===== config.mk =====
export PLATFORM = sky130hd
export DESIGN_NAME = pbch_re_equalizer
export DESIGN_NICKNAME = d
export VERILOG_FILES = /design/src/rtl/pbch_pkg.sv /design/src/rtl/cmac_conj.sv /design/src/rtl/pbch_re_equalizer.sv
export SDC_FILE = /design/constraint.sdc
export NUM_CORES = 2
export LEC_CHECK = 0
export ABC_AREA = 1
export CAP_MARGIN = 10
export CORE_AREA = 2 2 365 367
export DETAILED_ROUTE_END_ITERATION = 8
export DIE_AREA = 0 0 367 369
export PLACE_DENSITY = 0.78
export SYNTH_ARGS = -nofsm -noshare
export SYNTH_HDL_FRONTEND = slang
export SYNTH_SLANG_ARGS = --single-unit

===== constraint.sdc =====
create_clock -name clk -period 24.5 [get_ports clk]
set_clock_uncertainty 0.05 [all_clocks]
set_input_delay 6.125 -clock clk [delete_from_list [all_inputs] [get_ports clk]]
set_output_delay 6.125 -clock clk [all_outputs]
set_load 0.05 [all_outputs]

===== src/rtl/pbch_pkg.sv =====
// Shared PBCH constants for the post-FFT receive chain.
// Complex samples are packed as {I,Q}: the I component occupies the upper
// DATA_W bits of a 2*DATA_W word and Q the lower DATA_W bits.
package pbch_pkg;

   localparam int NUM_PBCH_RE = 432;
   localparam int PBCH_DATA_W = 16;
   localparam int PBCH_ADDR_W = 10;

   // Slot index of each component within a packed {I,Q} word, in units of DATA_W.
   localparam int IQ_I_SEL = 1;
   localparam int IQ_Q_SEL = 0;

   typedef struct packed {
      logic signed [PBCH_DATA_W-1:0] i;
      logic signed [PBCH_DATA_W-1:0] q;
   } pbch_iq_t;

endpackage


===== src/rtl/cmac_conj.sv =====
// Pipelined complex multiply by the conjugate, y*conj(h), plus |h|^2.
// Stage 1 registers the six signed partial products, stage 2 forms the sums,
// rounds half-up, drops DATA_W-1 fractional bits and saturates to DATA_W.
// Ports:
//   clk, rst        clock, async active-high reset
//   in_valid        qualifies yr/yi/hr/hi
//   yr, yi, hr, hi  signed input components
//   out_valid       qualifies out_re/out_im/out_p (two cycles after in_valid)
//   out_re, out_im  signed Re/Im of y*conj(h), held while out_valid=0
//   out_p           unsigned |h|^2, clamped to 2^(DATA_W-1)-1, held while out_valid=0
module cmac_conj
   import pbch_pkg::*;
#(
   parameter int DATA_W = PBCH_DATA_W
) (
   input  logic                     clk,
   input  logic                     rst,
   input  logic                     in_valid,
   input  logic signed [DATA_W-1:0] yr,
   input  logic signed [DATA_W-1:0] yi,
   input  logic signed [DATA_W-1:0] hr,
   input  logic signed [DATA_W-1:0] hi,
   output logic                     out_valid,
   output logic signed [DATA_W-1:0] out_re,
   output logic signed [DATA_W-1:0] out_im,
   output logic        [DATA_W-1:0] out_p
);

   localparam int PW = 2 * DATA_W;
   localparam int SW = PW + 1;
   localparam logic signed [SW-1:0] HALF    = SW'(longint'(1) << (DATA_W - 2));
   localparam logic signed [SW-1:0] SAT_MAX = SW'((longint'(1) << (DATA_W - 1)) - 1);
   localparam logic signed [SW-1:0] SAT_MIN = SW'(-(longint'(1) << (DATA_W - 1)));

   logic                 s2_valid;
   logic signed [PW-1:0] p_yrhr, p_yihi, p_yihr, p_yrhi, p_hrhr, p_hihi;

   logic signed [SW-1:0] s_re, s_im, s_p;
   logic signed [SW-1:0] r_re, r_im, r_p;
   logic signed [DATA_W-1:0] re_sat, im_sat;
   logic        [DATA_W-1:0] p_sat;

   always_ff @(posedge clk or posedge rst) begin
      if (rst) begin
         s2_valid <= 1'b0;
         p_yrhr   <= '0;
         p_yihi   <= '0;
         p_yihr   <= '0;
         p_yrhi   <= '0;
         p_hrhr   <= '0;
         p_hihi   <= '0;
      end else begin
         s2_valid <= in_valid;
         if (in_valid) begin
            p_yrhr <= yr * hr;
            p_yihi <= yi * hi;
            p_yihr <= yi * hr;
            p_yrhi <= yr * hi;
            p_hrhr <= hr * hr;
            p_hihi <= hi * hi;
         end
      end
   end

   // One extra bit of headroom keeps (-2^(W-1))^2 + (-2^(W-1))^2 from wrapping.
   always_comb begin
      s_re = SW'(p_yrhr) + SW'(p_yihi);
      s_im = SW'(p_yihr) - SW'(p_yrhi);
      s_p  = SW'(p_hrhr) + SW'(p_hihi);
      r_re = (s_re + HALF) >>> (DATA_W - 1);
      r_im = (s_im + HALF) >>> (DATA_W - 1);
      r_p  = (s_p  + HALF) >>> (DATA_W - 1);

      re_sat = DATA_W'(r_re);
      if (r_re > SAT_MAX)      re_sat = DATA_W'(SAT_MAX);
      else if (r_re < SAT_MIN) re_sat = DATA_W'(SAT_MIN);

      im_sat = DATA_W'(r_im);
      if (r_im > SAT_MAX)      im_sat = DATA_W'(SAT_MAX);
      else if (r_im < SAT_MIN) im_sat = DATA_W'(SAT_MIN);

      // |h|^2 is never negative, so only the upper clamp is needed.
      p_sat = DATA_W'(r_p);
      if (r_p > SAT_MAX) p_sat = DATA_W'(SAT_MAX);
   end

   always_ff @(posedge clk or posedge rst) begin
      if (rst) begin
         out_valid <= 1'b0;
         out_re    <= '0;
         out_im    <= '0;
         out_p     <= '0;
      end else begin
         out_valid <= s2_valid;
         if (s2_valid) begin
            out_re <= re_sat;
            out_im <= im_sat;
            out_p  <= p_sat;
         end
      end
   end

endmodule


===== src/rtl/pbch_re_equalizer.sv =====
// PBCH resource-element equaliser. For each valid index pair it reads the
// received RE and the averaged channel estimate, outputs y*conj(h) with the
// |h|^2 weight, and tracks the per-SSB RE count with done/overrun flags.
// Ports:
//   clk, rst               clock, async active-high reset
//   start                  new SSB: clears RE counter and overrun flag
//   idx_fft, idx_ch        RE addresses, qualified by idx_valid
//   fft_raddr/fft_ren      FFT symbol buffer read port, fft_rdata one cycle later
//   ch_raddr/ch_ren        channel-average buffer read port, ch_rdata one cycle later
//   eq_i, eq_q, csi        equalised RE and |h|^2, qualified by eq_valid
//   re_idx                 RE index within the SSB travelling with the data
//   done                   pulse with the RE whose index is NUM_RE-1
//   err_overrun            sticky: an RE arrived after NUM_RE had been counted
module pbch_re_equalizer
   import pbch_pkg::*;
#(
   parameter int DATA_W = PBCH_DATA_W,
   parameter int ADDR_W = PBCH_ADDR_W,
   parameter int NUM_RE = NUM_PBCH_RE
) (
   input  logic                clk,
   input  logic                rst,
   input  logic                start,
   input  logic [ADDR_W-1:0]   idx_fft,
   input  logic [ADDR_W-1:0]   idx_ch,
   input  logic                idx_valid,
   output logic [ADDR_W-1:0]   fft_raddr,
   output logic                fft_ren,
   input  logic [2*DATA_W-1:0] fft_rdata,
   output logic [ADDR_W-1:0]   ch_raddr,
   output logic                ch_ren,
   input  logic [2*DATA_W-1:0] ch_rdata,
   output logic [DATA_W-1:0]   eq_i,
   output logic [DATA_W-1:0]   eq_q,
   output logic [DATA_W-1:0]   csi,
   output logic                eq_valid,
   output logic [8:0]          re_idx,
   output logic                done,
   output logic                err_overrun
);

   localparam logic [8:0] CNT_FULL = 9'(NUM_RE);
   localparam logic [8:0] LAST_IDX = 9'(NUM_RE - 1);

   logic [8:0] re_cnt;
   logic [8:0] idx_sel;
   logic [8:0] idx0, idx1, idx2;
   logic       v1, v2;

   logic signed [DATA_W-1:0] y_r, y_i, h_r, h_i;
   logic signed [DATA_W-1:0] eq_re, eq_im;

   // Overrun REs keep flowing but reuse the last legal index.
   always_comb begin
      idx_sel = re_cnt;
      if (start)                   idx_sel = '0;
      else if (re_cnt == CNT_FULL) idx_sel = LAST_IDX;
   end

   always_ff @(posedge clk or posedge rst) begin
      if (rst) begin
         fft_raddr   <= '0;
         ch_raddr    <= '0;
         fft_ren     <= 1'b0;
         ch_ren      <= 1'b0;
         idx0        <= '0;
         idx1        <= '0;
         idx2        <= '0;
         v1          <= 1'b0;
         v2          <= 1'b0;
         re_idx      <= '0;
         done        <= 1'b0;
         re_cnt      <= '0;
         err_overrun <= 1'b0;
      end else begin
         fft_ren <= idx_valid;
         ch_ren  <= idx_valid;
         if (idx_valid) begin
            fft_raddr <= idx_fft;
            ch_raddr  <= idx_ch;
            idx0      <= idx_sel;
         end
         v1   <= fft_ren;
         idx1 <= idx0;
         v2   <= v1;
         idx2 <= idx1;
         if (v2) re_idx <= idx2;
         done <= v2 && (idx2 == LAST_IDX);

         // start does not flush the pipeline; only the counter restarts.
         if (start) begin
            re_cnt      <= idx_valid ? 9'd1 : 9'd0;
            err_overrun <= 1'b0;
         end else if (idx_valid) begin
            if (re_cnt == CNT_FULL) err_overrun <= 1'b1;
            else                    re_cnt      <= re_cnt + 9'd1;
         end
      end
   end

   // The RAM output register is the data-return stage; slice it directly.
   assign y_r = fft_rdata[IQ_I_SEL*DATA_W +: DATA_W];
   assign y_i = fft_rdata[IQ_Q_SEL*DATA_W +: DATA_W];
   assign h_r = ch_rdata[IQ_I_SEL*DATA_W +: DATA_W];
   assign h_i = ch_rdata[IQ_Q_SEL*DATA_W +: DATA_W];

   cmac_conj #(
      .DATA_W (DATA_W)
   ) u_cmac (
      .clk       (clk),
      .rst       (rst),
      .in_valid  (v1),
      .yr        (y_r),
      .yi        (y_i),
      .hr        (h_r),
      .hi        (h_i),
      .out_valid (eq_valid),
      .out_re    (eq_re),
      .out_im    (eq_im),
      .out_p     (csi)
   );

   assign eq_i = eq_re;
   assign eq_q = eq_im;

endmodule

==> flow_summary_export.csv <==
group,metric,value,unit
timing,hold-worst-slack,0.302,ns
synth,syn_area,78600,sq um
detailed_routing,routed_wl,234,mm
global_routing,grt_pass1_vias,68884,
global_routing,antenna_found_initial,2,
synth,yosys-top-cells-count,"inv_1 (2769), nand2_1 (2430), fa_1 (1515), ha_1 (696), nor2_1 (497)",
global_routing,grt-busiest-layer,"met2",
detailed_routing,final_antenna_net_count,0,
synth,synth.top_cells.by_area,"fa_1 (39%), inv_1 (13%), nand2_1 (12%), ha_1 (11%), dfrtp_1 (9.8%)",
detailed_routing,wire_per_inst,19.8,microns
synth,synth-seq-cells,307,
synth,synth_cell_type_count,52,
timing,tightest_slew,1.07,ns
floorplan,die_y,369,microns
global_routing,overflow,0,
final_layout,area_growth,5.59,%
detailed_routing,vias_per_cell,5.51,
cts,postCtsSetupRepairBufs,0,
worst_hold_path,hold_path_class,"flip-flop to flip-flop",
final_layout,n_antenna_cell,0,
place,place.port_buffers,169,
synth,synth_top_area_frac,0.386,
cts,htreeDepth,2,
timing,finalHoldViolCount,0,
detailed_routing,drtPass1Iterations,6,
final_layout,drive_above_1_share,0.0327,
global_routing,gr-usage-all-layers,0.357,
final_layout,multi_input_area,59200,sq um
flow_run,maxCapViolations,0,
cts,hold_buffers,0,
floorplan,dieArea,135000,sq um
cts,cts_buffers,40,
place,gp_congestion,1.01,
global_routing,use_met1,0.484,
synth,syn_nets,12345,
final_layout,seqCellArea,7690,sq um
cts,path_clk_slew,0.07,ns
timing,finalCritPeriodShare,0.524,
setup_path,slowest_delay,0.99,ns
floorplan,core_area,131000,sq um
cts,clock-sinks,307,
setup_path,path_cells,"buf_2 -> buf_4 -> nand2_1 -> inv_1 -> fa_1 -> fa_1 -> fa_1 -> fa_1 -> fa_1 -> inv_1 -> fa_1 -> inv_1 -> ha_1 -> nand2_1 -> nor3_1 -> nand4_1 -> nand3_1 -> a21oi_1 -> xnor2_1 -> nand2_1 -> nand2_1",
floorplan,initial_core_util,0.599,
detailed_routing,vias,64977,
synth,synth-async-reset-ratio,1.00,
cts,clk_latency,0.64,ns
global_routing,grt_pass1_wl,376,mm
setup_path,cp_slowest_cell,"fa_1",
setup_path,path_delay_family,"adder cells",
detailed_routing,drc,0,
cts,cts_tree,"built",
floorplan,ioPinCount,170,
timing,rsz0062_at_grt,"false",
global_routing,grt_max_degree,124,
synth,avgSynthCellArea,7.82,sq um
floorplan,fp-row-count,133,
cts,cts_buffer_depth,3,
cts,post_cts_resized,0,
timing,period_minus_slack,12.83,ns
synth,synth_edf_count,0,
timing,setup-tns-final,0,ns
detailed_routing,drtIter0Drc,5476,
cts,cts_root_buffer,"clkbuf_16",
setup_path,critPathBufInv,5,
setup_path,critPathMaxFanout,32,
setup_path,rrSetupSlack,21.12,ns
place,hpwlAfterDp,187,mm
global_routing,gr-usage-met3,0.0783,
final_layout,finalNetCount,12312,
setup_path,cp_common_cell,"fa_1",
timing,max_clock_freq,77.9,MHz
synth,yosysWarnings,0,
synth,seq_area_frac_synth,0.0978,
setup_path,cp.required,25.03,ns
synth,synth_most_common_cell,"inv_1",
final_layout,fillers,11555,
setup_path,start_kind,"primary input",
timing,slew_violations,0,
synth,syn_inst,10046,
setup_path,worstSetupEndpointType,"flip-flop",
timing,setup_viol,0,
global_routing,met2_usage,0.564,
synth,synth_top_cell_by_area,"fa_1",
floorplan,die_w,367,microns
setup_path,cp.arrival,13.36,ns
timing,slew_headroom,0.287,
status,status,"complete, no violations",
synth,ys.flop_type,"dfrtp_1",
setup_path,crit_type,"primary input to flip-flop",
-- stage by stage --
stage	util	worst slack, ns	instances	instance area [sq um]
after floorplan	-	9.84	10046	78600
after global placement	0.622	11.32	11726	81600
after detailed placement	0.622	11.23	11726	81600
after CTS	0.633	11.87	11795	83000
after global routing	0.633	11.41	11795	83000
final	0.633	11.67	11795	83000
-- worst register-to-register path, stage by stage (launching register included) --
cell     delay [ns]
dfrtp_4        0.84
buf_4          0.84
buf_4          0.82
nand3_1        0.55
o21ai_0        0.18
-- cell families (layout without fill, tap and decap cells) --
family	count (synthesis)	in the layout	synth area share
simple gates	3453	3453	0.178
xor+xnor	158	158	0.0176
fa+ha+maj	2211	2211	0.497
compound gates	821	821	0.0610
buf+inv	3096	3090	0.149
flops	307	307	0.0978
-- layout make-up --
class	instances	area share
Clock buffer	57	0.0140
Clock inverter	12	0.00223
Inverter	2776	0.126
Multi-Input combinational cell	6643	0.713
Sequential cell	307	0.0927
Tap cell	1755	0.0265
Timing Repair Buffer	245	0.0255
-- layer usage --
| layer | vias up | routed length (microns) | part of all wire |
|---|---|---|---|
| li1 | 29285 | - | - |
| met1 | 32064 | 94900 | 0.41 |
| met2 | 3048 | 105000 | 0.45 |
| met3 | 576 | 24100 | 0.10 |
| met4 | 4 | 10000 | 0.043 |
| met5 | - | 21 | 0.000090 |
-- sequential cells by signal (all words and copies together) (netlist names), 9 cells and up --
register       cells
u_cmac.p_hrhr     30
fft_raddr         10
ch_raddr          10
idx0               9
u_cmac.p_yihi     32
idx2               9
u_cmac.p_yihr     32
re_cnt             9
u_cmac.out_im     16
u_cmac.p_hihi     30
idx1               9
re_idx             9
u_cmac.p_yrhi     32
u_cmac.out_re     16
u_cmac.out_p      16
u_cmac.p_yrhr     32
-- cell usage in the layout (no fill, tap or decap), drive strengths merged, types with 80 or more instances in the layout --
cell           instances
xor2                  83
inv                 2775
ha                   696
nand3                249
a21oi                365
nand4                 80
nand2               2467
fa                  1515
dfrtp                307
nor2                 508
clkdlybuf4s50        139
o21ai                253
buf                  106
-- path summary, 6_finish.rpt --
path,from,endpoint,cells after the start
min in group asynchronous,rst,u_cmac.out_p[6],2
worst min-delay path,idx1[2],idx2[2],0
worst max register to register,v1,u_cmac.p_yrhi[19],4
worst min register to register,idx1[2],idx2[2],0
worst max-delay path,ch_rdata[18],u_cmac.p_yihr[27],21
max in group asynchronous,rst,u_cmac.p_hihi[19],4
Power is left out: the tool's default activity adds up to more than one toggle a clock period on the data nets, which glitch-free logic cannot reach.
